**src/rtl/id_operand_unit_pkg.sv**
```systemverilog
// ============================================================================
// Module  : id_operand_unit_pkg
// Brief   : Shared widths, defaults and operand-source encoding for the ID
//           operand path.
// Revision: 1.0 - initial release
// ============================================================================
`default_nettype none

package id_operand_unit_pkg;

    localparam int COMMON_WIDTH     = 32;
    localparam int REG_NUM_DEFAULT  = 32;
    localparam int REG_NUM_WIDTH    = 5;
    localparam int NUM_READ_DEFAULT = 2;
    localparam int NUM_FWD_DEFAULT  = 2;
    localparam int STALL_CNT_WIDTH  = 32;

    typedef enum logic [1:0] {
        SRC_ZERO = 2'd0,
        SRC_FWD  = 2'd1,
        SRC_WB   = 2'd2,
        SRC_RF   = 2'd3
    } opnd_src_e;

endpackage

`default_nettype wire

```
**src/rtl/id_operand_unit_regfile_mp.sv**
```systemverilog
// ============================================================================
// Module  : regfile_mp
// Brief   : Multi-read, single-write register file with x0 hardwired to zero.
// Revision: 1.0 - initial release
// ============================================================================
`default_nettype none

module regfile_mp #(
    parameter int XLEN     = 32,
    parameter int REG_NUM  = 32,
    parameter int AW       = 5,
    parameter int NUM_READ = 2
) (
    input  logic                     clk,
    input  logic                     rst_n,
    input  logic                     we_i,
    input  logic [AW-1:0]            waddr_i,
    input  logic [XLEN-1:0]          wdata_i,
    input  logic [NUM_READ*AW-1:0]   raddr_i,
    output logic [NUM_READ*XLEN-1:0] rdata_o
);

    logic [XLEN-1:0] regs_q [REG_NUM];

    always_ff @(posedge clk or negedge rst_n) begin
        if (!rst_n) begin
            for (int i = 0; i < REG_NUM; i++) begin
                regs_q[i] <= '0;
            end
        end else if (we_i && (waddr_i != '0)) begin
            regs_q[waddr_i] <= wdata_i;
        end
    end

    always_comb begin
        rdata_o = '0;
        for (int p = 0; p < NUM_READ; p++) begin
            if (raddr_i[p*AW +: AW] != '0) begin
                rdata_o[p*XLEN +: XLEN] = regs_q[raddr_i[p*AW +: AW]];
            end
        end
    end

endmodule

`default_nettype wire

```
**src/rtl/id_operand_unit.sv**
```systemverilog
// ============================================================================
// Module  : id_operand_unit
// Brief   : ID-stage operand resolution with prioritised forwarding, WB
//           write-through, busy-bit scoreboard and stall generation.
// Revision: 1.0 - initial release
// ============================================================================
`default_nettype none

module id_operand_unit
    import id_operand_unit_pkg::*;
#(
    parameter int XLEN     = COMMON_WIDTH,
    parameter int REG_NUM  = REG_NUM_DEFAULT,
    parameter int AW       = REG_NUM_WIDTH,
    parameter int NUM_READ = NUM_READ_DEFAULT,
    parameter int NUM_FWD  = NUM_FWD_DEFAULT,
    parameter int CNT_W    = STALL_CNT_WIDTH
) (
    input  logic                     clk,
    input  logic                     rst_n,
    input  logic [NUM_READ*AW-1:0]   rs_addr,
    input  logic [NUM_READ-1:0]      rs_used,
    output logic [NUM_READ*XLEN-1:0] rs_data,
    input  logic [NUM_FWD-1:0]       fwd_valid,
    input  logic [NUM_FWD*AW-1:0]    fwd_rd,
    input  logic [NUM_FWD*XLEN-1:0]  fwd_data,
    input  logic [NUM_FWD-1:0]       fwd_ready,
    input  logic                     wb_en,
    input  logic [AW-1:0]            wb_addr,
    input  logic [XLEN-1:0]          wb_data,
    input  logic                     wb_long,
    input  logic                     sb_set,
    input  logic [AW-1:0]            sb_rd,
    output logic                     stall,
    output logic [REG_NUM-1:0]       busy_vec,
    output logic [CNT_W-1:0]         stall_cnt
);

    logic [NUM_READ*XLEN-1:0] rf_rdata;
    logic [REG_NUM-1:0]       busy_q, busy_d;
    logic [CNT_W-1:0]         stall_cnt_q, stall_cnt_d;

    opnd_src_e                src_sel  [NUM_READ];
    logic [XLEN-1:0]          fwd_sel  [NUM_READ];
    logic [NUM_READ-1:0]      fwd_rdy;
    logic [NUM_READ-1:0]      hazard;

    regfile_mp #(
        .XLEN     (XLEN),
        .REG_NUM  (REG_NUM),
        .AW       (AW),
        .NUM_READ (NUM_READ)
    ) u_regfile (
        .clk     (clk),
        .rst_n   (rst_n),
        .we_i    (wb_en),
        .waddr_i (wb_addr),
        .wdata_i (wb_data),
        .raddr_i (rs_addr),
        .rdata_o (rf_rdata)
    );

    // Bypass paths are masked during reset so the cleared file is what shows.
    always_comb begin
        rs_data = '0;
        hazard  = '0;
        fwd_rdy = '1;
        for (int p = 0; p < NUM_READ; p++) begin
            src_sel[p] = SRC_RF;
            fwd_sel[p] = '0;
            if (rs_addr[p*AW +: AW] == '0) begin
                src_sel[p] = SRC_ZERO;
            end else begin
                for (int k = NUM_FWD - 1; k >= 0; k--) begin
                    if (rst_n && fwd_valid[k] && (fwd_rd[k*AW +: AW] == rs_addr[p*AW +: AW])) begin
                        src_sel[p] = SRC_FWD;
                        fwd_sel[p] = fwd_data[k*XLEN +: XLEN];
                        fwd_rdy[p] = fwd_ready[k];
                    end
                end
                if ((src_sel[p] != SRC_FWD) && rst_n && wb_en && (wb_addr == rs_addr[p*AW +: AW])) begin
                    src_sel[p] = SRC_WB;
                end
            end

            case (src_sel[p])
                SRC_ZERO: rs_data[p*XLEN +: XLEN] = '0;
                SRC_FWD:  rs_data[p*XLEN +: XLEN] = fwd_sel[p];
                SRC_WB:   rs_data[p*XLEN +: XLEN] = wb_data;
                default:  rs_data[p*XLEN +: XLEN] = rf_rdata[p*XLEN +: XLEN];
            endcase

            // A long-latency result landing via write-through releases its busy bit now.
            hazard[p] = ((src_sel[p] == SRC_FWD) && !fwd_rdy[p]) ||
                        ((src_sel[p] != SRC_ZERO) && busy_q[rs_addr[p*AW +: AW]] &&
                         !((src_sel[p] == SRC_WB) && wb_long));
        end
    end

    assign stall = rst_n && |(rs_used & hazard);

    // Set is applied after clear so a fresh issue overrides an old completion.
    always_comb begin
        busy_d = busy_q;
        if (wb_en && wb_long) begin
            busy_d[wb_addr] = 1'b0;
        end
        if (sb_set && (sb_rd != '0)) begin
            busy_d[sb_rd] = 1'b1;
        end
        busy_d[0] = 1'b0;
    end

    assign stall_cnt_d = (stall && (stall_cnt_q != '1)) ? stall_cnt_q + CNT_W'(1) : stall_cnt_q;

    always_ff @(posedge clk or negedge rst_n) begin
        if (!rst_n) begin
            busy_q      <= '0;
            stall_cnt_q <= '0;
        end else begin
            busy_q      <= busy_d;
            stall_cnt_q <= stall_cnt_d;
        end
    end

    assign busy_vec  = busy_q;
    assign stall_cnt = stall_cnt_q;

endmodule

`default_nettype wire

```
**config.mk**
```make
export PLATFORM = sky130hd
export DESIGN_NAME = id_operand_unit
export DESIGN_NICKNAME = d
export VERILOG_FILES = /design/src/rtl/id_operand_unit_pkg.sv /design/src/rtl/id_operand_unit_regfile_mp.sv /design/src/rtl/id_operand_unit.sv
export SDC_FILE = /design/constraint.sdc
export NUM_CORES = 2
export LEC_CHECK = 0
export BUFFER_PORTS_ARGS = -buffer_cell sky130_fd_sc_hd__buf_4
export CORE_ASPECT_RATIO = 1.2
export CORE_MARGIN = 2
export CORE_UTILIZATION = 40
export DETAILED_ROUTE_END_ITERATION = 16
export HOLD_SLACK_MARGIN = 0.03
export SYNTH_ARGS = -nofsm -noshare
export SYNTH_HDL_FRONTEND = slang
export SYNTH_SLANG_ARGS = --single-unit
```
**constraint.sdc**
```tcl
create_clock -name clk -period 3.2 [get_ports clk]
set_clock_uncertainty 0.15 [all_clocks]
set_input_delay 0.32 -clock clk [delete_from_list [all_inputs] [get_ports clk]]
set_output_delay 0.32 -clock clk [all_outputs]
set_load 0.03 [all_outputs]
```
* Word-level counts from Yosys, hierarchy flattened
Index checks and enable logic that the tools add are counted.
** Operators by class
- $add $sub $neg :: 1
- Magnitude comparators :: 10
- Eq/ne operators :: 13
- Muxes and demuxes :: 45
- Bitwise gates (word level) :: 7
- Reductions and logical operators :: 45
** Operator list (number)
- $bwmux 1024 :: 1
- $mux 32 :: 15
- $bmux 32 s5 :: 2
- $pmux 32 s3 :: 2
- $demux 32 s5 :: 1
- $add 32x1->32 const B :: 1
- $and 32x32->32 :: 1
- $ne 32x32->1 const B :: 1
- $not 32->32 :: 1
- $or 32x32->32 :: 1
- $eq 5x5->1 :: 6
- $logic_and 1x1->1 :: 28
- $lt 5x6->1 const B :: 4
- $mux 2 :: 10
- $reduce_bool 5->1 :: 4
- $ge 6x6->1 const B :: 3
- $not 5->6 :: 3
- $bmux 1 s5 :: 2
- $demux 1 s5 :: 2
- $ge 5x1->1 const B :: 2
- $logic_not 5->1 :: 2
- $mux 1 :: 10
- $lt 6x1->1 const B :: 1
- $eq 2x1->1 const B :: 2
- 8 further kinds :: 16
** Word-level totals
- Register bits after elaboration :: 1087
- Input port bits :: 137
- Output and inout bits :: 129

* Depth between registers and ports, before layout
- Depth in word-level cells :: 20
- Depth in mapped cells :: 11

* Modules after synthesis
Synthesis repeated with hierarchy kept, for this count alone.
** Second synthesis, totals
- Cell total of the unflattened synthesis :: 4389
- Area total of the unflattened synthesis :: 60508.0 um^2
** Modules (own cells, without submodules)
- regfile_mp :: instances 1, cells each 3623, area each 54442.2 um^2, sequential area each 25624.6 um^2
- id_operand_unit :: instances 1, cells each 766, area each 6065.8 um^2, sequential area each 1576.5 um^2

* Worst setup path before layout
OpenSTA, ideal clock, no wires.
- Path type :: in2out
- From :: in rs_addr[5]
- To :: out rs_data[32]
- Arrival time :: 2.687 ns
- Required time :: 2.730 ns
- Path slack :: 0.043 ns
- Stages on the path :: 8
- Path through :: buf_6 > buf_6 > buf_4 > buf_1 > mux4_2 > mux4_2 > mux2i_1 > o22ai_1
** On the way
- Cells in the longest elaborated chain, start to end :: 13
- Elaborated cells between the ends (all ways) :: 28
- Those cells by class :: eq/ne: 6; mux: 13; bitwise: 1; reduce/logical: 8
** RTL lines
- start: declaration :: RTL line id_operand_unit.sv:21 : input logic [NUM_READ*AW-1:0] rs_addr,
- $eq 5x5->1 :: RTL line id_operand_unit.sv:75 : if (rst_n && fwd_valid[k] && (fwd_rd[k*AW +: AW] == rs_addr[p*AW +: AW])) begin
- $logic_and 1x1->1 :: RTL line id_operand_unit.sv:75
- $mux 2 (2 in a row) :: RTL line id_operand_unit.sv:75
- $mux 2 :: RTL line id_operand_unit.sv:71 : if (rs_addr[p*AW +: AW] == '0) begin
- $ne 2x1->1 :: RTL line id_operand_unit.sv:81 : if ((src_sel[p] != SRC_FWD) && rst_n && wb_en && (wb_addr == rs_addr[p*AW +: AW])) begin
- $logic_and 1x1->1 (3 in a row) :: RTL line id_operand_unit.sv:81
- $mux 2 :: RTL line id_operand_unit.sv:81
- $mux 2 :: RTL line id_operand_unit.sv:71
- $eq 2x2->1, or another cell as far along :: RTL line id_operand_unit.sv:86 : case (src_sel[p])
- $pmux 32 s3 (*) :: RTL line id_operand_unit.sv:86
- end: declaration :: RTL line id_operand_unit.sv:23 : output logic [NUM_READ*XLEN-1:0] rs_data,
Every way passes the cells marked *; elsewhere a longest branch is shown, timed or not. The select of a mux whose other input is x is not followed.

* Final worst setup path
- From :: reg busy_q[9] (netlist: busy_vec[9])
- To :: out stall
** On the way
- Cells in the longest elaborated chain, start to end :: 8
- Elaborated cells between the ends (all ways) :: 13
- Those cells by class :: mux: 4; bitwise: 1; reduce/logical: 8
** RTL lines
- start: declaration :: RTL line id_operand_unit.sv:40 : logic [REG_NUM-1:0] busy_q, busy_d;
- start signal: assignment :: RTL line id_operand_unit.sv:121 : busy_q <= busy_d;
- $bmux 1 s5 :: RTL line id_operand_unit.sv:95 : ((src_sel[p] != SRC_ZERO) && busy_q[rs_addr[p*AW +: AW]] &&
- $mux 1 (not written as such) :: RTL line id_operand_unit.sv:95
- $logic_and 1x1->1 (2 in a row) :: RTL line id_operand_unit.sv:95
- $logic_or 1x1->1 :: RTL line id_operand_unit.sv:94 : hazard[p] = ((src_sel[p] == SRC_FWD) && !fwd_rdy[p]) ||
- $and 2x2->2 (*) :: RTL line id_operand_unit.sv:100 : assign stall = rst_n && |(rs_used & hazard);
- $reduce_or 2->1 (*) :: RTL line id_operand_unit.sv:100
- $logic_and 1x1->1 (*) :: RTL line id_operand_unit.sv:100
- end: declaration :: RTL line id_operand_unit.sv:34 : output logic stall,
Marked as above.

==> report_table.html <==
<table>
<tr><th>Metric</th><th>Value</th></tr>
<tr><th colspan="2">Run</th></tr>
<tr><td>Max cap viols</td><td>0</td></tr>
<tr><th colspan="2">Critical path</th></tr>
<tr><td>Reg-to-reg setup timing slack</td><td>0.45 ns</td></tr>
<tr><td>Critical Path AT</td><td>2.80 ns</td></tr>
<tr><td>Data required time at the worst endpoint</td><td>2.73 ns</td></tr>
<tr><td>Peak fanout along the critical path</td><td>4</td></tr>
<tr><td>Reg-to-reg critical path startpoint</td><td>busy_vec[9]</td></tr>
<tr><td>Top cell family by delay on the critical path</td><td>compound AO/OA/AOI/OAI gates</td></tr>
<tr><td>R2R cell count</td><td>9</td></tr>
<tr><td>Crit. End Element</td><td>output port</td></tr>
<tr><td>Slowest cell on crit path</td><td>sky130_fd_sc_hd__mux4_2</td></tr>
<tr><td>Startpoint class of the critical path</td><td>register</td></tr>
<tr><td>Terminus of the critical flop-to-flop path</td><td>stall_cnt[1]</td></tr>
<tr><td>Buffers &amp; Inverters on Critical Path</td><td>2</td></tr>
<tr><td>Critical Path, Cell by Cell</td><td>mux4_2, mux2i_4, o32ai_2, a2111o_1, a32oi_2, inv_2, buf_6</td></tr>
<tr><td>Critical Setup Path Class</td><td>register to output port</td></tr>
<tr><td>Delay of the slowest cell on the worst path</td><td>0.49 ns</td></tr>
<tr><th colspan="2">Yosys</th></tr>
<tr><td>Count of cell types in the netlist</td><td>59</td></tr>
<tr><td>Post-synth design cell area</td><td>0.0593 mm2</td></tr>
<tr><td>Net count after synthesis</td><td>3964</td></tr>
<tr><td>Synthesized flop and latch total</td><td>1087</td></tr>
<tr><td>Most area-hungry cell type in the Yosys netlist</td><td>sky130_fd_sc_hd__dfrtp_1</td></tr>
<tr><td>Most common cell in the netlist</td><td>sky130_fd_sc_hd__dfrtp_1</td></tr>
<tr><td>Sequential fraction of the synthesis area</td><td>0.459</td></tr>
<tr><td>Number of flops mapped to enable cells by yosys</td><td>0</td></tr>
<tr><td>Cells taking the most area after synthesis</td><td>sky130_fd_sc_hd__dfrtp_1 (46%), sky130_fd_sc_hd__mux4_2 (25%), sky130_fd_sc_hd__mux2_2 (19%)</td></tr>
<tr><td>Area share of the largest cell type after synthesis</td><td>0.459</td></tr>
<tr><td>Synthesized area per cell</td><td>15.5 um2</td></tr>
<tr><td>Number of instances in the synthesized netlist</td><td>3826</td></tr>
<tr><td>Most used flip-flop cell after synthesis</td><td>sky130_fd_sc_hd__dfrtp_1</td></tr>
<tr><td>Share of async-settable or async-resettable flops after synthesis</td><td>1.00</td></tr>
<tr><td>Number of synthesis warnings</td><td>0</td></tr>
<tr><td>List of most frequent post-synthesis cells</td><td>sky130_fd_sc_hd__dfrtp_1 (1087), sky130_fd_sc_hd__mux2_2 (989), sky130_fd_sc_hd__mux4_2 (651)</td></tr>
<tr><th colspan="2">Floorplanning</th></tr>
<tr><td>Std-Cell Rows</td><td>between 150 and 200</td></tr>
<tr><td>Floorplan die area</td><td>0.151 mm2</td></tr>
<tr><td>Die width</td><td>355 um</td></tr>
<tr><td>Initial Util</td><td>0.403</td></tr>
<tr><td>Io pins</td><td>266</td></tr>
<tr><td>Core ar.</td><td>0.147 mm2</td></tr>
<tr><td>Die height</td><td>426 um</td></tr>
<tr><th colspan="2">Hold path</th></tr>
<tr><td>Count of cells along the worst hold path</td><td>4</td></tr>
<tr><td>Start point of the worst min-delay path</td><td>wb_addr[1]</td></tr>
<tr><td>Tightest Hold Check Type</td><td>input pin to register</td></tr>
<tr><td>Worst-case hold path end point</td><td>busy_vec[26]</td></tr>
<tr><th colspan="2">Place</th></tr>
<tr><td>Number of buffer cells added on primary ports</td><td>264</td></tr>
<tr><td>Pre-CTS WS</td><td>-0.184 ns</td></tr>
<tr><td>GP Congestion</td><td>0.838</td></tr>
<tr><td>Post-detail-place hpwl</td><td>approximately 110000 um</td></tr>
<tr><td>Cell total after placement</td><td>5839</td></tr>
<tr><th colspan="2">Power and ir drop</th></tr>
<tr><td>Reported leakage power</td><td>29.6 nW</td></tr>
<tr><td>Max VDD drop</td><td>0.000439 V</td></tr>
<tr><td>Overall power of the completed layout</td><td>approximately 43 mW</td></tr>
<tr><td>Power density over cell area</td><td>around 600 mW/mm2</td></tr>
<tr><th colspan="2">Timing</th></tr>
<tr><td>Final-report setup violation count</td><td>6</td></tr>
<tr><td>Number of max-slew violations in the final report</td><td>0</td></tr>
<tr><td>Portion of the clock cycle consumed by the worst path in the final layout</td><td>1.02</td></tr>
<tr><td>Smallest setup slack after layout</td><td>-0.0686 ns</td></tr>
<tr><td>Transition time of the tightest slew-check pin</td><td>1.04 ns</td></tr>
<tr><td>Hold_ws</td><td>0.117 ns</td></tr>
<tr><td>Maximum frequency from static timing analysis</td><td>0.306 GHz</td></tr>
<tr><td>Remaining max-slew budget at the tightest pin</td><td>0.310</td></tr>
<tr><td>Total Neg Setup Slack</td><td>-0.134 ns</td></tr>
<tr><td>RSZ-0062 raised after global routing</td><td>true</td></tr>
<tr><td>Final hold vios</td><td>0</td></tr>
<tr><td>Tmin final</td><td>3.27 ns</td></tr>
<tr><th colspan="2">Route</th></tr>
<tr><td>Number of nets still failing antenna checks after routing</td><td>0</td></tr>
<tr><td>Number of violations reported at the end of detailed-routing iteration 0</td><td>approximately 3000</td></tr>
<tr><td>Post-detailed-route via-to-cell ratio</td><td>6.21</td></tr>
<tr><td>Vias</td><td>37956</td></tr>
<tr><td>Routed wire length</td><td>186000 um</td></tr>
<tr><td>Drt wl/cell</td><td>30.4 um</td></tr>
<tr><td>Count of TritonRoute iterations in the first routing pass</td><td>6</td></tr>
<tr><td>Drt drc</td><td>0</td></tr>
<tr><th colspan="2">Clock tree</th></tr>
<tr><td>CTS buffer count</td><td>approximately 110</td></tr>
<tr><td>Clock insertion delay at the later pin of the skew report</td><td>0.74 ns</td></tr>
<tr><td>CTS sink count</td><td>1087</td></tr>
<tr><td>Depth of the CTS H-tree</td><td>3</td></tr>
<tr><td>Clock root cell</td><td>sky130_fd_sc_hd__clkbuf_16</td></tr>
<tr><td>Deepest clock path buffer count</td><td>3</td></tr>
<tr><td>Clock transition time at the flip-flop clock pins of the worst setup and hold paths</td><td>around 0.060 ns</td></tr>
<tr><td>CTS tree</td><td>built</td></tr>
<tr><th colspan="2">Finish</th></tr>
<tr><td>Count of fill cells added during filler insertion</td><td>12491</td></tr>
<tr><td>Share of final-layout standard cells stronger than drive strength 1</td><td>0.595</td></tr>
<tr><td>Final Non-Filler Cells</td><td>6114</td></tr>
<tr><td>Layout Nets</td><td>about 4200</td></tr>
<tr><td>Synth-to-Final Area Change</td><td>19.3%</td></tr>
<tr><th colspan="2">Run status</th></tr>
<tr><td>Run status</td><td>finished with violations</td></tr>
<tr><td>Violations in the final reports</td><td>setup timing</td></tr>
<tr><th colspan="2">GRT</th></tr>
<tr><td>Global-route usage over all layers</td><td>0.248</td></tr>
<tr><td>Antenna violations before repair</td><td>3</td></tr>
<tr><td>Pin count of the biggest net entering global routing</td><td>163</td></tr>
<tr><td>GRT overflow</td><td>0</td></tr>
<tr><td>First-pass GRT wire length</td><td>roughly 280000 um</td></tr>
<tr><td>Number of global-route vias before repair</td><td>39453</td></tr>
</table>
[report_power, final]
| group | switching (mW) | internal (mW) | total, mW |
|---|---|---|---|
| clock network | 5.78 | 8.38 | 14.2 |
| logic | 4.38 | 6.27 | 10.6 |
| registers | 1.92 | 16.3 | 18.3 |
[kinds of logic after synthesis]
group	after synthesis	share of synthesized area
compound gates	205	0.0199
mux	1784	0.460
xor+xnor	61	0.00926
other cells	1	0.0000632
simple gates	248	0.0221
fa+ha+maj	1	0.000211
flops	1087	0.459
buf+inv	439	0.0299
[state kept, by name (all words and copies together) (netlist names)]
| signal | count |
|---|---|
| stall_cnt | 32 |
| u_regfile.regs_q | 1024 |
| busy_vec | 31 |
[worst reg2reg max path, stage by stage, from the launching register on]
cell and delay [ns]:
sky130_fd_sc_hd__dfrtp_1 0.42, sky130_fd_sc_hd__mux4_2 0.49, sky130_fd_sc_hd__mux2i_4 0.20, sky130_fd_sc_hd__o32ai_2 0.11
sky130_fd_sc_hd__a2111o_1 0.36, sky130_fd_sc_hd__a32oi_2 0.25, sky130_fd_sc_hd__inv_2 0.09, sky130_fd_sc_hd__buf_4 0.15
sky130_fd_sc_hd__nand2_1 0.09, sky130_fd_sc_hd__mux2_2 0.34
[timing repair]
action,CTS,global route
gates resized for setup,111,34
pin swaps,23,6
endpoints found under the hold margin,1193,0
endpoints found under the setup margin,43,111
buffers inserted,16,1
hold buffers,50,0
[cells in the final DEF, fill, tap and decap left out, types with 11 or more instances in the layout]
cell type / netlist / layout
sky130_fd_sc_hd__clkbuf_8: 0 / 33
sky130_fd_sc_hd__buf_6: 6 / 34
sky130_fd_sc_hd__o22ai_1: 65 / 34
sky130_fd_sc_hd__o22ai_4: 0 / 14
sky130_fd_sc_hd__xor2_1: 24 / 24
sky130_fd_sc_hd__nand2_1: 22 / 20
sky130_fd_sc_hd__nor2_4: 0 / 23
sky130_fd_sc_hd__nor2_1: 98 / 75
sky130_fd_sc_hd__xnor2_1: 35 / 35
sky130_fd_sc_hd__mux2_2: 989 / 989
sky130_fd_sc_hd__nand4_1: 26 / 26
sky130_fd_sc_hd__clkbuf_1: 316 / 15
sky130_fd_sc_hd__dfrtp_1: 1087 / 1083
sky130_fd_sc_hd__clkbuf_16: 0 / 115
sky130_fd_sc_hd__and3_1: 11 / 11
sky130_fd_sc_hd__nand3_1: 22 / 20
sky130_fd_sc_hd__o22ai_2: 0 / 17
sky130_fd_sc_hd__mux2i_4: 0 / 17
sky130_fd_sc_hd__o21ai_0: 62 / 62
sky130_fd_sc_hd__mux2i_1: 135 / 93
sky130_fd_sc_hd__buf_12: 0 / 110
sky130_fd_sc_hd__a21oi_1: 64 / 64
sky130_fd_sc_hd__mux4_2: 651 / 651
sky130_fd_sc_hd__buf_4: 2 / 363
sky130_fd_sc_hd__dlygate4sd3_1: 0 / 50
sky130_fd_sc_hd__bufinv_16: 0 / 13
sky130_fd_sc_hd__mux2i_2: 0 / 25
sky130_fd_sc_hd__clkinv_2: 0 / 21
[stage by stage]
| step | util | area [um2] |
|---|---|---|
| 3_5_place_dp | 0.445 | 65400 |
| 6_report | 0.481 | 70700 |
| 4_1_cts | 0.480 | 70500 |
| 3_3_place_gp | 0.445 | 65400 |
| 2_1_floorplan | - | 59300 |
| 5_1_grt | 0.481 | 70700 |
[area by class of cell]
class,instances,area (um2),share of cell area
antenna,1,2.50,0.0000354
multi-input combinational,2300,31200,0.441
sequential,1087,27200,0.385
clock inverter,47,604,0.00854
timing repair buffer,561,5870,0.0830
tap,1950,2440,0.0345
inverter,5,30.0,0.000425
clock buffer,163,3390,0.0479
[layer usage]
| metal | up-vias | track usage | wire [um] | share of wire |
|---|---|---|---|---|
| li1 | 15444 | - | - | - |
| met1 | 20847 | 0.355 | 80500 | 0.43 |
| met2 | 1385 | 0.386 | 87000 | 0.47 |
| met3 | 280 | 0.0411 | 12600 | 0.068 |
| met4 | 0 | 0.0822 | 5560 | 0.030 |
| met5 | - | 0 | 0 | 0 |
[worst max path at each step]
stage                             from     endpoint  slack, ns  cells after the start
after detailed placement    rs_addr[0]  rs_data[27]      -0.18                      9
after global routing      busy_vec[10]        stall      -0.14                      7
final                      busy_vec[9]        stall      -0.07                      7
after global placement      rs_addr[0]   rs_data[0]      -0.20                      8
after floorplan             rs_addr[5]  rs_data[32]       0.04                      8
after CTS                 busy_vec[10]        stall      -0.11                      7
Note: power is estimated with default switching activity, not from simulation.
